<file path="src/rtl/rom_pkg.sv">
// Shared operation codes for the fuse-PROM reader and writer engines.
// Both code sets live in one 4-bit space so a single status bus can tell them apart.
package rom_pkg;

  typedef enum logic [3:0] {
    WR_IDLE    = 4'd0,
    WR_PREREAD = 4'd1,
    WR_SETUP   = 4'd2,
    WR_PULSE   = 4'd3,
    WR_RECOVER = 4'd4,
    WR_VERIFY  = 4'd5,
    WR_FINAL   = 4'd6,
    WR_DONE    = 4'd7,
    WR_FAIL    = 4'd8
  } wr_state_t;

  typedef enum logic [3:0] {
    RD_ADDRESS = 4'd9,
    RD_ACCESS  = 4'd10,
    RD_CAPTURE = 4'd11
  } rd_state_t;

  function automatic int counter_width(int pulse_cycles, int settle_cycles);
    int longest;
    longest = (pulse_cycles > settle_cycles) ? pulse_cycles : settle_cycles;
    return $clog2(longest + 1);
  endfunction

endpackage

</file>
<file path="src/rtl/rom_lowest_bit_select.sv">
// Picks the lowest set bit of a pending-fuse mask as a one-hot word.
// Purely combinational; any is high when the mask has at least one bit set.
module rom_lowest_bit_select #(
  parameter int DATA_WIDTH = 4
) (
  input  logic [DATA_WIDTH-1:0] mask,
  output logic [DATA_WIDTH-1:0] onehot,
  output logic                  any
);

  assign onehot = mask & (~mask + DATA_WIDTH'(1));
  assign any    = |mask;

endmodule

</file>
<file path="src/rtl/rom_writer.sv">
// Bipolar fuse PROM programming engine: pre-read, per-bit timed pulses with
// verify and retry, then a full-word compare before reporting done or error.
module rom_writer
  import rom_pkg::*;
#(
  parameter int DATA_WIDTH    = 4,
  parameter int ADDRESS_WIDTH = 8,
  parameter int PULSE_CYCLES  = 10,
  parameter int SETTLE_CYCLES = 2,
  parameter int MAX_RETRIES   = 3
) (
  input  logic                     clk,
  input  logic                     reset,
  input  logic                     start,
  input  logic [ADDRESS_WIDTH-1:0] address,
  input  logic [DATA_WIDTH-1:0]    data,
  input  logic [DATA_WIDTH-1:0]    data_line_in,
  output logic [ADDRESS_WIDTH-1:0] address_line,
  output logic [DATA_WIDTH-1:0]    data_line,
  output logic                     program_pulse,
  output logic                     chip_select_n,
  output logic                     busy,
  output logic                     done,
  output logic                     error,
  output logic [3:0]               operation
);

  localparam int CW = counter_width(PULSE_CYCLES, SETTLE_CYCLES);
  localparam int RW = $clog2(MAX_RETRIES + 1);
  localparam logic [CW-1:0] PULSE_LOAD  = CW'(PULSE_CYCLES - 1);
  localparam logic [CW-1:0] SETTLE_LOAD = CW'(SETTLE_CYCLES - 1);
  localparam logic [RW-1:0] RETRY_LAST  = RW'(MAX_RETRIES - 1);

  wr_state_t             state;
  logic [CW-1:0]         state_counter;
  logic [RW-1:0]         retry;
  logic [DATA_WIDTH-1:0] data_q;
  logic [DATA_WIDTH-1:0] pending;
  logic [DATA_WIDTH-1:0] cur_bit;
  logic [DATA_WIDTH-1:0] sel_mask;
  logic [DATA_WIDTH-1:0] sel_onehot;
  logic                  sel_any;

  // PREREAD selects from the freshly read word, VERIFY from pending minus the bit just proven.
  always_comb begin
    sel_mask = pending & ~cur_bit;
    if (state == WR_PREREAD) sel_mask = data_q & ~data_line_in;
  end

  rom_lowest_bit_select #(.DATA_WIDTH(DATA_WIDTH)) u_lowest (
    .mask   (sel_mask),
    .onehot (sel_onehot),
    .any    (sel_any)
  );

  assign operation = state;

  always_ff @(posedge clk or posedge reset) begin
    if (reset) begin
      state         <= WR_IDLE;
      state_counter <= '0;
      retry         <= '0;
      data_q        <= '0;
      pending       <= '0;
      cur_bit       <= '0;
      address_line  <= '0;
      data_line     <= '0;
      program_pulse <= 1'b0;
      chip_select_n <= 1'b1;
      busy          <= 1'b0;
      done          <= 1'b0;
      error         <= 1'b0;
    end else begin
      done <= 1'b0;
      if (state_counter != '0 && state != WR_IDLE) state_counter <= state_counter - 1'b1;
      unique case (state)
        WR_IDLE: begin
          if (start) begin
            address_line  <= address;
            data_q        <= data;
            error         <= 1'b0;
            retry         <= '0;
            busy          <= 1'b1;
            chip_select_n <= 1'b0;
            state_counter <= SETTLE_LOAD;
            state         <= WR_PREREAD;
          end
        end
        WR_PREREAD: begin
          if (state_counter == '0) begin
            if ((data_line_in & ~data_q) != '0) begin
              chip_select_n <= 1'b1;
              error         <= 1'b1;
              state         <= WR_FAIL;
            end else begin
              pending       <= sel_mask;
              state_counter <= SETTLE_LOAD;
              if (sel_any) begin
                cur_bit       <= sel_onehot;
                data_line     <= sel_onehot;
                chip_select_n <= 1'b1;
                state         <= WR_SETUP;
              end else begin
                state <= WR_FINAL;
              end
            end
          end
        end
        WR_SETUP: begin
          if (state_counter == '0) begin
            program_pulse <= 1'b1;
            state_counter <= PULSE_LOAD;
            state         <= WR_PULSE;
          end
        end
        WR_PULSE: begin
          if (state_counter == '0) begin
            program_pulse <= 1'b0;
            state_counter <= SETTLE_LOAD;
            state         <= WR_RECOVER;
          end
        end
        WR_RECOVER: begin
          // data_line is still held for the first recovery cycle, then released.
          data_line <= '0;
          if (state_counter == '0) begin
            chip_select_n <= 1'b0;
            state_counter <= SETTLE_LOAD;
            state         <= WR_VERIFY;
          end
        end
        WR_VERIFY: begin
          if (state_counter == '0) begin
            if ((data_line_in & cur_bit) != '0) begin
              pending       <= sel_mask;
              retry         <= '0;
              state_counter <= SETTLE_LOAD;
              if (sel_any) begin
                cur_bit       <= sel_onehot;
                data_line     <= sel_onehot;
                chip_select_n <= 1'b1;
                state         <= WR_SETUP;
              end else begin
                state <= WR_FINAL;
              end
            end else if (retry == RETRY_LAST) begin
              chip_select_n <= 1'b1;
              error         <= 1'b1;
              state         <= WR_FAIL;
            end else begin
              retry         <= retry + 1'b1;
              data_line     <= cur_bit;
              chip_select_n <= 1'b1;
              state_counter <= SETTLE_LOAD;
              state         <= WR_SETUP;
            end
          end
        end
        WR_FINAL: begin
          if (state_counter == '0) begin
            chip_select_n <= 1'b1;
            if (data_line_in == data_q) begin
              done  <= 1'b1;
              state <= WR_DONE;
            end else begin
              error <= 1'b1;
              state <= WR_FAIL;
            end
          end
        end
        WR_DONE, WR_FAIL: begin
          busy          <= 1'b0;
          state_counter <= '0;
          state         <= WR_IDLE;
        end
        default: begin
          busy          <= 1'b0;
          chip_select_n <= 1'b1;
          program_pulse <= 1'b0;
          data_line     <= '0;
          state_counter <= '0;
          state         <= WR_IDLE;
        end
      endcase
    end
  end

endmodule

</file>
<file path="config.mk">
export PLATFORM = sky130hd
export DESIGN_NAME = rom_writer
export DESIGN_NICKNAME = d
export VERILOG_FILES = /design/src/rtl/rom_pkg.sv /design/src/rtl/rom_lowest_bit_select.sv /design/src/rtl/rom_writer.sv
export SDC_FILE = /design/constraint.sdc
export NUM_CORES = 1
export LEC_CHECK = 0
export CELL_PAD_IN_SITES_DETAIL_PLACEMENT = 2
export CELL_PAD_IN_SITES_GLOBAL_PLACEMENT = 2
export CORE_UTILIZATION = 33
export CTS_BUF_LIST = sky130_fd_sc_hd__clkbuf_8 sky130_fd_sc_hd__clkbuf_16
export DETAILED_ROUTE_END_ITERATION = 10
export PLACE_DENSITY_LB_ADDON = 0.1
export SLEW_MARGIN = 20
export SYNTH_ARGS = -nofsm -noshare
export SYNTH_HDL_FRONTEND = slang
export SYNTH_SLANG_ARGS = --single-unit
</file>
<file path="constraint.sdc">
create_clock -name clk -period 3.2 [get_ports clk]
set_input_delay 0.96 -clock clk [delete_from_list [all_inputs] [get_ports clk]]
set_output_delay 0.96 -clock clk [all_outputs]
set_load 0.1 [all_outputs]
</file>
==> results.py <==
metrics = {
    "setup_path": {
        "crit_path_end_kind": "flop",
        "cp-startpoint": "data_line_in[0]",
        "startpoint_type": "input port",
        "critPathArrivalTime_ns": 3.24,
        "cp.required_ns": 3.41,
        "r2r-start": "state_counter[0]",
        "worstSetupEndpoint": "data_line[3]",
        "reg2reg_depth": 8,
        "rrSetupSlack_ns": 0.59,
        "rr_endpoint": "operation[0]",
        "path_class": "input port to flop",
        "critPathMaxFanout": 4,
    },
    "place": {
        "portBuffers": 39,
        "place.gp.congestion": 0.755,
        "dp_hpwl_mm": 5.65,
    },
    "logic_synthesis": {
        "synth-seq-cells": 39,
        "avgSynthCellArea_um2": 9.22,
        "synth_fa_ha_area_frac": 0.0520,
        "netlist_instances": 261,
        "synth_top_family_by_area": "compound AO/OA/AOI/OAI gates",
        "synth_cell_types": 59,
        "syn_nets": 290,
        "yosys.area_share.simple": 0.180,
        "synth-edff-count": 0,
        "synthFlopType": "dfrtp_1",
        "synth_area_um2": 2410,
        "synth_warnings": 0,
        "synth_xor_area_frac": 0.00364,
        "synth.area.mux_share": 0.0816,
        "yosysSeqAreaShare": 0.406,
        "synth-compound-area-share": 0.221,
        "async_flop_share": 1.00,
    },
    "clock_tree": {
        "cts_tree": "built",
        "cts_made_buffers": 5,
        "clk_latency_ns": 0.30,
        "clk_pin_slew_ns": 0.08,
        "cts.sink_count": 39,
        "cts_hold_buf": 0,
        "root_buffer": "clkbuf_8",
        "cts_max_path_buffers": 2,
        "cts_max_level": 2,
        "post-cts-setup-buffers": 0,
        "cts_resized": 0,
    },
    "grt": {
        "antenna_found_initial": 0,
        "grt_usage": 0.220,
        "grt_overflow": 0,
        "grt_pass1_vias": 2442,
        "grt_first_pass_wirelength_mm": 12.8,
        "grt_max_degree": 40,
    },
    "timing": {
        "rsz0062_at_grt": "no",
        "fin_hold_ws_ns": 0.489,
        "skew_ns": 0.0136,
        "slew_violations": 0,
        "fin_setup_tns_ns": 0,
        "finalSetupViolations": 0,
        "tightestPinTransition_ns": 0.629,
        "max_clock_freq_mhz": 330,
        "hold_viol_final": 0,
        "min_period_over_period": 0.947,
        "fin_crit_ns": 3.03,
        "maxSlewHeadroom": 0.579,
    },
    "floorplan": {
        "ios": 40,
        "core_area_um2": 6910,
        "rows": 30,
        "die-area_um2": 7640,
        "die_w_um": 87.4,
        "chipHeight_um": 87.4,
        "initial_utilization": 0.349,
    },
    "flow_run": {
        "cap_violations": 0,
    },
    "routing": {
        "dr.pass1.iters": 4,
        "drt_iter0_drc": 109,
        "drc_errors": 0,
        "vias": 2213,
        "wl_mm": 7.72,
        "viasPerCell": 5.44,
        "ant_nets": 0,
        "wl_per_cell_um": 19.0,
    },
    "final_layout": {
        "final_nets": 339,
        "mostFrequentLayoutCell": "buf_4",
        "mostFrequentLayoutCells": "buf_4, dfrtp_1, nor2_1, a21oi_1",
        "syn_to_final_growth_pct": 25.8,
        "diodes": 0,
        "n_fill_cell": 796,
        "final_util": 0.438,
        "layout-drive-gt1-share": 0.215,
    },
    "run_status": {
        "status": "complete, no violations",
    },
    "min_path": {
        "hold_class": "flop to flop",
    },
}
[cells in the mapped netlist, types with 2 or more instances]
cell type / number / share of area
dfrtp_1: 38 / 0.40
nor2_1: 24 / 0.037
a21oi_1: 21 / 0.044
inv_1: 17 / 0.027
mux2_2: 13 / 0.061
nand2_1: 11 / 0.017
o21ai_0: 11 / 0.023
clkbuf_1: 10 / 0.016
ha_1: 10 / 0.052
nor3_1: 9 / 0.019
nand3_1: 7 / 0.015
nor2b_1: 6 / 0.016
a21o_1: 5 / 0.016
mux2i_1: 5 / 0.021
nand2b_1: 5 / 0.013
a2bb2oi_1: 4 / 0.015
a31oi_1: 4 / 0.010
a211oi_1: 3 / 0.0094
a22oi_1: 3 / 0.0094
nand4_1: 3 / 0.0078
o21bai_1: 3 / 0.0094
o22ai_1: 3 / 0.0078
o2bb2ai_1: 3 / 0.011
or3b_2: 3 / 0.011
buf_1: 2 / 0.0031
buf_2: 2 / 0.0042
o22a_1: 2 / 0.0073
or2_2: 2 / 0.0052
or4_1: 2 / 0.0062
[worst min path at each step]
stage | to | cells past startpoint | slack [ns] | from
finish | pending[3] | 1 | 0.49 | pending[3]
global route | pending[0] | 1 | 0.51 | pending[0]
CTS | pending[3] | 1 | 0.49 | pending[3]
detailed placement | pending[3] | 1 | 0.47 | pending[3]
global placement | pending[3] | 1 | 0.46 | pending[3]
floorplan | pending[3] | 1 | 0.44 | pending[3]
[registers in the layout, summed over array words and instances, names as in the netlist]
name           flops
address_line       8
cur_bit            4
data_line          4
data_q             4
operation          4
pending            4
state_counter      4
retry              2
busy               1
chip_select_n      1
done               1
error              1
program_pulse      1
[worst max-delay path, cell delays in order]
cell and delay [ns]:
clkdlybuf4s50_1 0.47, ha_1 0.23, or4_1 0.59, a21oi_1 0.18, o221ai_1 0.22, buf_4 0.22
a21oi_1 0.20, a2bb2oi_1 0.18
[layer usage]
| layer | global-route usage | routed length, µm |
|---|---|---|
| met4 | 0.0656 | 126 |
| met3 | 0.0351 | 170 |
| met5 | 0 | 0 |
| met1 | 0.277 | 3430 |
| met2 | 0.384 | 4000 |
[stage by stage]
stage | instance area, µm² | std cells | worst slack [ns]
final | 3030 | 407 | 0.169
after global routing | 3030 | 407 | 0.0804
after CTS | 3030 | 407 | 0.187
after detailed placement | 2940 | 399 | -0.0822
after global placement | 2940 | 399 | 0.0546
after floorplan | 2410 | 261 | 0.308
[final cells by class]
| cell class | instances | area (µm²) | area share |
|---|---|---|---|
| Clock buffer | 6 | 82.6 | 0.0273 |
| Sequential cell | 39 | 977 | 0.323 |
| Timing Repair Buffer | 58 | 480 | 0.159 |
| Clock inverter | 2 | 8.76 | 0.00289 |
| Tap cell | 96 | 120 | 0.0397 |
| Inverter | 17 | 63.8 | 0.0211 |
| Multi-Input combinational cell | 189 | 1290 | 0.428 |
[kinds of logic (layout without fill, tap and decap cells)]
| family | Yosys count | after routing |
|---|---|---|
| simple gates | 82 | 82 |
| compound gates | 78 | 78 |
| flops | 39 | 39 |
| buf+inv | 33 | 83 |
| mux | 18 | 18 |
| fa+ha+maj | 10 | 10 |
| xor+xnor | 1 | 1 |
Power is left out: the tool's default activity adds up to more than one toggle a clock period on the data nets, which glitch-free logic cannot reach.
